`src/rtl/ddr2_cmd_responder.sv`:
```
// rtl/ddr2_cmd_responder.sv - DDR2 command responder: init FSM, bank tracking and burst memory model
module ddr2_cmd_responder #(
  parameter int BA_BITS      = 3,
  parameter int ADDR_BITS    = 13,
  parameter int DQ_BITS      = 16,
  parameter int DM_BITS      = 2,
  parameter int COL_IDX_BITS = 4
) (
  input  logic                 clk,
  input  logic                 rst,
  input  logic                 cke,
  input  logic                 cs_n,
  input  logic                 ras_n,
  input  logic                 cas_n,
  input  logic                 we_n,
  input  logic [BA_BITS-1:0]   ba,
  input  logic [ADDR_BITS-1:0] addr,
  input  logic [DQ_BITS-1:0]   dq_in,
  input  logic [DM_BITS-1:0]   dm,
  output logic [DQ_BITS-1:0]   dq_out,
  output logic                 dq_oe,
  output logic                 ready,
  output logic                 err,
  output logic [2:0]           err_code
);
  localparam int NBANK  = 1 << BA_BITS;
  localparam int MEM_AW = BA_BITS + COL_IDX_BITS;
  localparam int DEPTH  = 1 << MEM_AW;
  localparam int BYTE_W = DQ_BITS / DM_BITS;

  localparam logic [2:0] C_MRS = 3'b000, C_REF = 3'b001, C_PRE = 3'b010, C_ACT = 3'b011;
  localparam logic [2:0] C_WR  = 3'b100, C_RD  = 3'b101, C_NOP = 3'b111;

  localparam logic [2:0] E_NOT_INIT = 3'd1, E_BAD_MODE = 3'd2, E_ACT_OPEN = 3'd3;
  localparam logic [2:0] E_REF_OPEN = 3'd4, E_CLOSED   = 3'd5, E_OVERLAP  = 3'd6;

  typedef enum logic [1:0] {PWRUP, WAIT_PREA, WAIT_MRS, READY} state_t;

  state_t                  state_q, state_d;
  logic                    ready_q, ready_d;
  logic [2:0]              cl_q, cl_d;
  logic                    bl8_q, bl8_d;
  logic [NBANK-1:0]        open_q, open_d;
  logic [ADDR_BITS-1:0]    row_q [NBANK];
  logic [ADDR_BITS-1:0]    row_d [NBANK];
  logic                    busy_q, busy_d;
  logic                    rd_q, rd_d;
  logic                    bbl8_q, bbl8_d;
  logic [2:0]              wait_q, wait_d;
  logic [2:0]              beat_q, beat_d;
  logic [BA_BITS-1:0]      bank_q, bank_d;
  logic [COL_IDX_BITS-1:0] start_q, start_d;
  logic                    err_q, err_d;
  logic [2:0]              code_q, code_d;
  logic                    dq_oe_q, dq_oe_d;
  logic [DQ_BITS-1:0]      dq_out_q, dq_out_d;

  logic [DQ_BITS-1:0]      mem_q [DEPTH];
  logic                    mem_we;
  logic [MEM_AW-1:0]       mem_idx;
  logic [DQ_BITS-1:0]      mem_wdata;

  logic [2:0]              cmd;
  logic [COL_IDX_BITS-1:0] col_mask;
  logic [COL_IDX_BITS-1:0] beat_col;
  logic                    mode_ok;
  logic                    new_err;
  logic [2:0]              new_code;

  assign cmd      = (!cs_n && cke) ? {ras_n, cas_n, we_n} : C_NOP;
  assign col_mask = bbl8_q ? COL_IDX_BITS'(7) : COL_IDX_BITS'(3);
  assign beat_col = (start_q & ~col_mask) | ((start_q + COL_IDX_BITS'(beat_q)) & col_mask);
  assign mem_idx  = {bank_q, beat_col};
  assign mode_ok  = (addr[6:4] == 3'd3 || addr[6:4] == 3'd4 || addr[6:4] == 3'd5)
                    && (addr[2:1] == 2'b01);

  // Byte merge for masked writes; bytes with dm=1 keep their stored value.
  always_comb begin
    mem_wdata = mem_q[mem_idx];
    for (int b = 0; b < DM_BITS; b++) begin
      if (!dm[b]) mem_wdata[b*BYTE_W +: BYTE_W] = dq_in[b*BYTE_W +: BYTE_W];
    end
  end

  always_comb begin
    state_d  = state_q;
    cl_d     = cl_q;
    bl8_d    = bl8_q;
    open_d   = open_q;
    row_d    = row_q;
    busy_d   = busy_q;
    rd_d     = rd_q;
    bbl8_d   = bbl8_q;
    wait_d   = wait_q;
    beat_d   = beat_q;
    bank_d   = bank_q;
    start_d  = start_q;
    err_d    = err_q;
    code_d   = code_q;
    dq_oe_d  = 1'b0;
    dq_out_d = '0;
    mem_we   = 1'b0;
    new_err  = 1'b0;
    new_code = 3'd0;

    // Burst engine: count down the latency, then one beat per edge.
    if (busy_q) begin
      if (wait_q != 3'd0) begin
        wait_d = wait_q - 3'd1;
      end else begin
        if (rd_q) begin
          dq_oe_d  = 1'b1;
          dq_out_d = mem_q[mem_idx];
        end else begin
          mem_we = 1'b1;
        end
        beat_d = beat_q + 3'd1;
        if (beat_q == (bbl8_q ? 3'd7 : 3'd3)) busy_d = 1'b0;
      end
    end

    if (state_q == PWRUP && cke) state_d = WAIT_PREA;

    case (cmd)
      C_MRS: begin
        if (ba == '0) begin
          if (mode_ok) begin
            cl_d  = addr[6:4];
            bl8_d = addr[0];
          end else begin
            new_err  = 1'b1;
            new_code = E_BAD_MODE;
          end
          if (state_q == WAIT_MRS) state_d = READY;
        end
      end
      C_PRE: begin
        if (addr[10]) open_d = '0;
        else          open_d[ba] = 1'b0;
        if (state_q == WAIT_PREA && addr[10]) state_d = WAIT_MRS;
      end
      C_REF, C_ACT, C_WR, C_RD: begin
        if (state_q != READY) begin
          new_err  = 1'b1;
          new_code = E_NOT_INIT;
        end else if (cmd == C_REF) begin
          if (|open_q) begin
            new_err  = 1'b1;
            new_code = E_REF_OPEN;
          end
        end else if (cmd == C_ACT) begin
          if (open_q[ba]) begin
            new_err  = 1'b1;
            new_code = E_ACT_OPEN;
          end else begin
            open_d[ba] = 1'b1;
            row_d[ba]  = addr;
          end
        end else if (!open_q[ba]) begin
          new_err  = 1'b1;
          new_code = E_CLOSED;
        end else if (busy_q) begin
          new_err  = 1'b1;
          new_code = E_OVERLAP;
        end else begin
          // Reads land CL edges later, writes sample one edge earlier (CL-1).
          busy_d  = 1'b1;
          rd_d    = (cmd == C_RD);
          wait_d  = (cmd == C_RD) ? cl_q - 3'd1 : cl_q - 3'd2;
          beat_d  = 3'd0;
          bank_d  = ba;
          start_d = addr[COL_IDX_BITS-1:0];
          bbl8_d  = bl8_q;
        end
      end
      default: ;
    endcase

    if (new_err && !err_q) begin
      err_d  = 1'b1;
      code_d = new_code;
    end
    ready_d = (state_d == READY);
  end

  always_ff @(posedge clk) begin
    if (rst) begin
      state_q  <= PWRUP;
      ready_q  <= 1'b0;
      cl_q     <= 3'd3;
      bl8_q    <= 1'b0;
      open_q   <= '0;
      busy_q   <= 1'b0;
      rd_q     <= 1'b0;
      bbl8_q   <= 1'b0;
      wait_q   <= 3'd0;
      beat_q   <= 3'd0;
      bank_q   <= '0;
      start_q  <= '0;
      err_q    <= 1'b0;
      code_q   <= 3'd0;
      dq_oe_q  <= 1'b0;
      dq_out_q <= '0;
    end else begin
      state_q  <= state_d;
      ready_q  <= ready_d;
      cl_q     <= cl_d;
      bl8_q    <= bl8_d;
      open_q   <= open_d;
      busy_q   <= busy_d;
      rd_q     <= rd_d;
      bbl8_q   <= bbl8_d;
      wait_q   <= wait_d;
      beat_q   <= beat_d;
      bank_q   <= bank_d;
      start_q  <= start_d;
      err_q    <= err_d;
      code_q   <= code_d;
      dq_oe_q  <= dq_oe_d;
      dq_out_q <= dq_out_d;
    end
  end

  // Storage and row registers are deliberately left out of reset.
  always_ff @(posedge clk) begin
    row_q <= row_d;
    if (mem_we && !rst) mem_q[mem_idx] <= mem_wdata;
  end

  assign dq_out   = dq_out_q;
  assign dq_oe    = dq_oe_q;
  assign ready    = ready_q;
  assign err      = err_q;
  assign err_code = code_q;
endmodule

```
`config.mk`:
```
export PLATFORM = sky130hd
export DESIGN_NAME = ddr2_cmd_responder
export DESIGN_NICKNAME = d
export VERILOG_FILES = /design/src/rtl/ddr2_cmd_responder.sv
export SDC_FILE = /design/constraint.sdc
export NUM_CORES = 2
export LEC_CHECK = 0
export CAP_MARGIN = 20
export CELL_PAD_IN_SITES_DETAIL_PLACEMENT = 0
export CELL_PAD_IN_SITES_GLOBAL_PLACEMENT = 1
export CORE_MARGIN = 5
export CORE_UTILIZATION = 53
export CTS_BUF_LIST = sky130_fd_sc_hd__clkbuf_4 sky130_fd_sc_hd__clkbuf_8
export CTS_CLUSTER_DIAMETER = 200
export DETAILED_ROUTE_END_ITERATION = 10
export DONT_BUFFER_PORTS = 1
export PLACE_DENSITY_LB_ADDON = 0.1
export SYNTH_ARGS = -nofsm -noshare
export SYNTH_HDL_FRONTEND = slang
export SYNTH_SLANG_ARGS = --single-unit
export TNS_END_PERCENT = 20
```
`constraint.sdc`:
```
create_clock -name clk -period 6.5 [get_ports clk]
set_input_delay 0.975 -clock clk [delete_from_list [all_inputs] [get_ports clk]]
set_output_delay 0.975 -clock clk [all_outputs]
set_load 0.005 [all_outputs]
```
After elaboration in Yosys (flattened, before gate mapping)
Memory sizes are Yosys's and may differ from the RTL's.
Cells that the tools add are included.
- memories kept: 1
- bits in writable memories: 2048
- register bits: 52
- input bits: 41
- memory list (name ; words ; width ; rd ports ; clocked after Yosys merged registers in ; write ports ; RTL line ; text):
    mem_q ; 128 ; 16 ; 1 ; 0 ; 1 ; 58 ; logic [DQ_BITS-1:0] mem_q [DEPTH];
- add/sub/neg operators: 5
- reduce and logical (&&, ||, !) cells: 24
- order comparisons: 2
- bitwise operators: 12
- multiplexer cells: 72
- eq/ne operators: 18
- operators by type and width (operator ; number):
    2-to-1 mux 3 bit ; 26
    2-to-1 mux 8 bit ; 7
    2-to-1 mux 1 bit ; 26
    one-hot mux 8 bit (2 select lines) ; 1
    2-to-1 mux 2 bit ; 7
    equality test 3 bit (second input constant) ; 4
    != test 2 bit (second input constant) ; 5
    equality test 3 x 2 -> 1 bit (second input constant) ; 3
    bitwise AND 8 bit ; 1
    inverter 8 bit ; 1
    bitwise OR 8 bit ; 1
    OR reduction 4 bit ; 2
    OR reduction 8 bit ; 1
    logical AND 1 bit ; 7
    logical NOT 3 bit ; 2
    one-hot mux 3 bit (2 select lines) ; 1
    AND reduction 6 bit ; 1
    subtractor 3 x 1 -> 3 bit (second input constant) ; 2
    inverter 1 bit ; 5
    AND reduction 5 bit ; 1
    adder 4 x 3 -> 4 bit ; 1
    bitwise AND 4 x 3 -> 4 bit ; 1
    bitwise AND 4 bit ; 1
    equality test 2 x 1 -> 1 bit (second input constant) ; 2
    other kinds (20) ; 24

Logic depth before layout (Yosys ltp)
- depth after elaboration: 11
- mapped depth: 13

Worst setup path before layout
Ideal clock, no wire load.
- path type: reg2reg
- from: register, netlist name beat_q[0]
- to: memory mem_q[0][14] (data pin)
- library setup time: 0.892 ns
- data required time: 5.608 ns
- period minus slack after synthesis: 6.851 ns
- arrival time: 5.959 ns
- cell stages (with the launch flop): 14
- path buffers: 4
- path slack: -0.351 ns
- cell sequence: dfxtp_1 ha_1 inv_1 fa_1 clkbuf_1 buf_2 buf_1 buf_2 mux4_2 nand2_1 mux2i_1 o41ai_1 and4_1 a21oi_1
- RTL lines (item ; RTL line):
    end, declared ; 58

==> results.json <==
{
  "period_share_pct": 83.21,
  "grt_usage_pct": 24.94,
  "swShare_pct": 20.23,
  "p_leak_nw": 31.23,
  "multi_input_area_um2": 19000,
  "drtAntennaViolNets": 0,
  "wl_mm": 201.9,
  "hold_viol_final": 0,
  "drc": 0,
  "drive_gt1_share_pct": 28.93,
  "synth_ff_type": "edfxtp_1",
  "dp_hpwl_mm": 118.8,
  "period_minus_slack_ps": 5409,
  "pwr-share-seq_pct": 56.9,
  "cp-end-kind": "flip-flop",
  "die_area_um2": 163600,
  "yosysSeqAreaShare_pct": 75.83,
  "switchingPower_mw": 5.291,
  "crit_fanout": 92,
  "cts_buffers": 352,
  "cap_violations": 0,
  "timing.hold.ws_ps": 108.3,
  "design.portCount": 63,
  "tightest_slew_ps": 1148,
  "path_cells": "ha_4 > inv_1 > fa_4 > buf_12 > buf_4 > mux4_2 > nand2_1 > mux2i_1 > o41ai_1 > and4_1 > a21oi_4 > buf_12",
  "clock-sinks": 2100,
  "ys_warn_count": 0,
  "synth-simple-area-share_pct": 4.011,
  "grt_pass1_vias": 41270,
  "antenna_found_initial": 9,
  "die_w_um": 404.5,
  "clk_latency_ps": 990,
  "yosysUniqueCellTypes": 56,
  "clkTransAtPathRegs_ps": 50,
  "syn_to_final_growth_pct": 13.52,
  "synth_top_area_cell": "edfxtp_1",
  "synth_top_family_by_area": "multiplexers",
  "internal-power_mw": 20.87,
  "cts.htree.levels": 5,
  "start_util_pct": 53.42,
  "grt_overflow": 0,
  "place_area_um2": 87080,
  "routed_via_density": 5.967,
  "p_clk_share_pct": 41.8,
  "synthMuxAreaShare_pct": 17.26,
  "relSlewSlack_pct": 23.47,
  "drt-initial-drc-count": 3853,
  "p_total_mw": 26.16,
  "detail_route.wl_per_cell_um": 29.55,
  "final_max_slew_viol_count": 0,
  "synth_edf_count": 2048,
  "syn_inst": 4096,
  "firstDrtPassIters": 5,
  "critical_path_class": "flip-flop to flip-flop",
  "outcome": "finished clean",
  "worstPathRequired_ps": 7120,
  "vdd_drop_max_mv": 0.2672,
  "gp_congestion": 0.8188,
  "startpoint_type": "flip-flop",
  "clock-root-buffer": "clkbuf_8",
  "grt_pass1_wl_mm": 292.5,
  "cpMostUsedCell": "buf_12",
  "synth.net_count": 4143,
  "yosys.area.top_type_share_pct": 74.56,
  "synthXorXnorAreaFrac_pct": 0.1183,
  "fin_area_um2": 93630,
  "nNetsFinal": 4575,
  "grt_max_degree": 129,
  "arrival_ps": 6030,
  "synth.most_common_cell": "edfxtp_1",
  "yosys.area_share.adder_pct": 0.1001,
  "ys_top_cells_by_count": "edfxtp_1, nand2_1, mux4_2",
  "cp_slowest_stage_delay_ps": 1010,
  "cpMaxStageDelayCell": "fa_4",
  "finish.utilization_pct": 60.64,
  "rsz0062_at_grt": "false",
  "rows": 144,
  "cts_tree": "built",
  "synth-async-reset-ratio_pct": 0,
  "fillers": 11110,
  "critPathBufInv": 4,
  "port_buffers": 0,
  "synth_compound_area_share_pct": 1.179,
  "skew_ps": 74.63,
  "via_count": 40760,
  "dp_cells": 6215,
  "setup_viol": 0,
  "hold_path_class": "primary input to flip-flop",
  "pwr-share-comb_pct": 1.2,
  "final_cells": 6831,
  "cts_max_path_buffers": 4,
  "timing.fmax_mhz": 184.9,
  "core_area_um2": 154400,
  "die_h_um": 404.5,
  "ys_ff_latch": 2100,
  "path_delay_family": "compound AO/OA/AOI/OAI gates",
  "power.density_nw_per_um2": 279.4,
  "netlist_area_um2": 82480,
  "synthTopCellsByArea": "edfxtp_1, mux4_2, mux2i_1",
  "syn_avg_cell_area_um2": 20.14,
  "seq_area_um2": 62540
}
## layer usage
layer | wire [µm] | GRT usage (%)
met1 | 83110 | 35.50
met3 | 16740 | 6.525
met5 | 0 | 0
met2 | 96560 | 38.66
met4 | 5455 | 7.478
## layout by cell type (no fill, tap or decap), drive strengths merged, types with 52 or more instances in the layout
master / instances
buf: 312
clkbuf: 475
clkinv: 121
dfxtp: 52
edfxtp: 2048
mux2i: 266
mux4: 512
nand2: 552
nor2: 195
o41ai: 64
## through the flow
step	worst slack, ps	TNS [ps]
after floorplan	-351.0	-487480
after global placement	1232	0
after detailed placement	1212	0
after CTS	1184	0
after global routing	975.3	0
final	1091	0
## path summary, 6_finish.rpt
| path | cells past startpoint | startpoint | endpoint | slack (ps) |
|---|---|---|---|---|
| min reg2reg | 2 | beat_q[1] | beat_q[1] | 480 |
| max reg2reg | 12 | beat_q[0] | mem_q[33][2] | 1090 |
| min | 1 | rst | err | 110 |
| max | 12 | beat_q[0] | mem_q[33][2] | 1090 |
## area by class of cell
cell class	instances	area share [%]
antenna	7	0.01871
clock buffer	475	6.234
clock inverter	131	0.6989
inverter	12	0.04811
multi-input combinational	1748	20.30
sequential	2100	66.79
tap	2044	2.731
timing repair buffer	314	3.178
## kinds of logic after synthesis
| logic type | after synthesis |
|---|---|
| DFF | 2100 |
| and+or+nand+nor | 818 |
| muxes | 781 |
| buffers and inverters | 248 |
| AOI/OAI and AO/OA | 134 |
| xor gates and xnor gates | 9 |
| adders and majority gates | 6 |
## what timing repair did
item                                   in CTS  in global routing
hold buffers                                2                  0
endpoints found under the hold margin      16                  0
resized for setup                           0                  0
setup buffers                               0                  0
## flip-flops by register name, summed over array words and instances, names as in the netlist
register	cells
bank_q	3
bbl8_q	1
beat_q	3
bl8_q	1
busy_q	1
cl_q	3
dq_oe	1
dq_out	16
err	1
err_code	3
mem_q	2048
open_q	8
rd_q	1
ready	1
start_q	4
state_q	2
wait_q	3
## power groups by stage
stage / sequential [mW] / clock (mW) / combinational (mW)
floorplan: 15.2 / 0 / 0.133
global placement: 15.2 / 0 / 0.316
detailed placement: 15.2 / 0 / 0.332
CTS: 14.9 / 11.2 / 0.334
global route: 14.9 / 11.9 / 0.353
finish: 14.9 / 10.9 / 0.327
No activity file was read; power rests on OpenSTA's default activity.
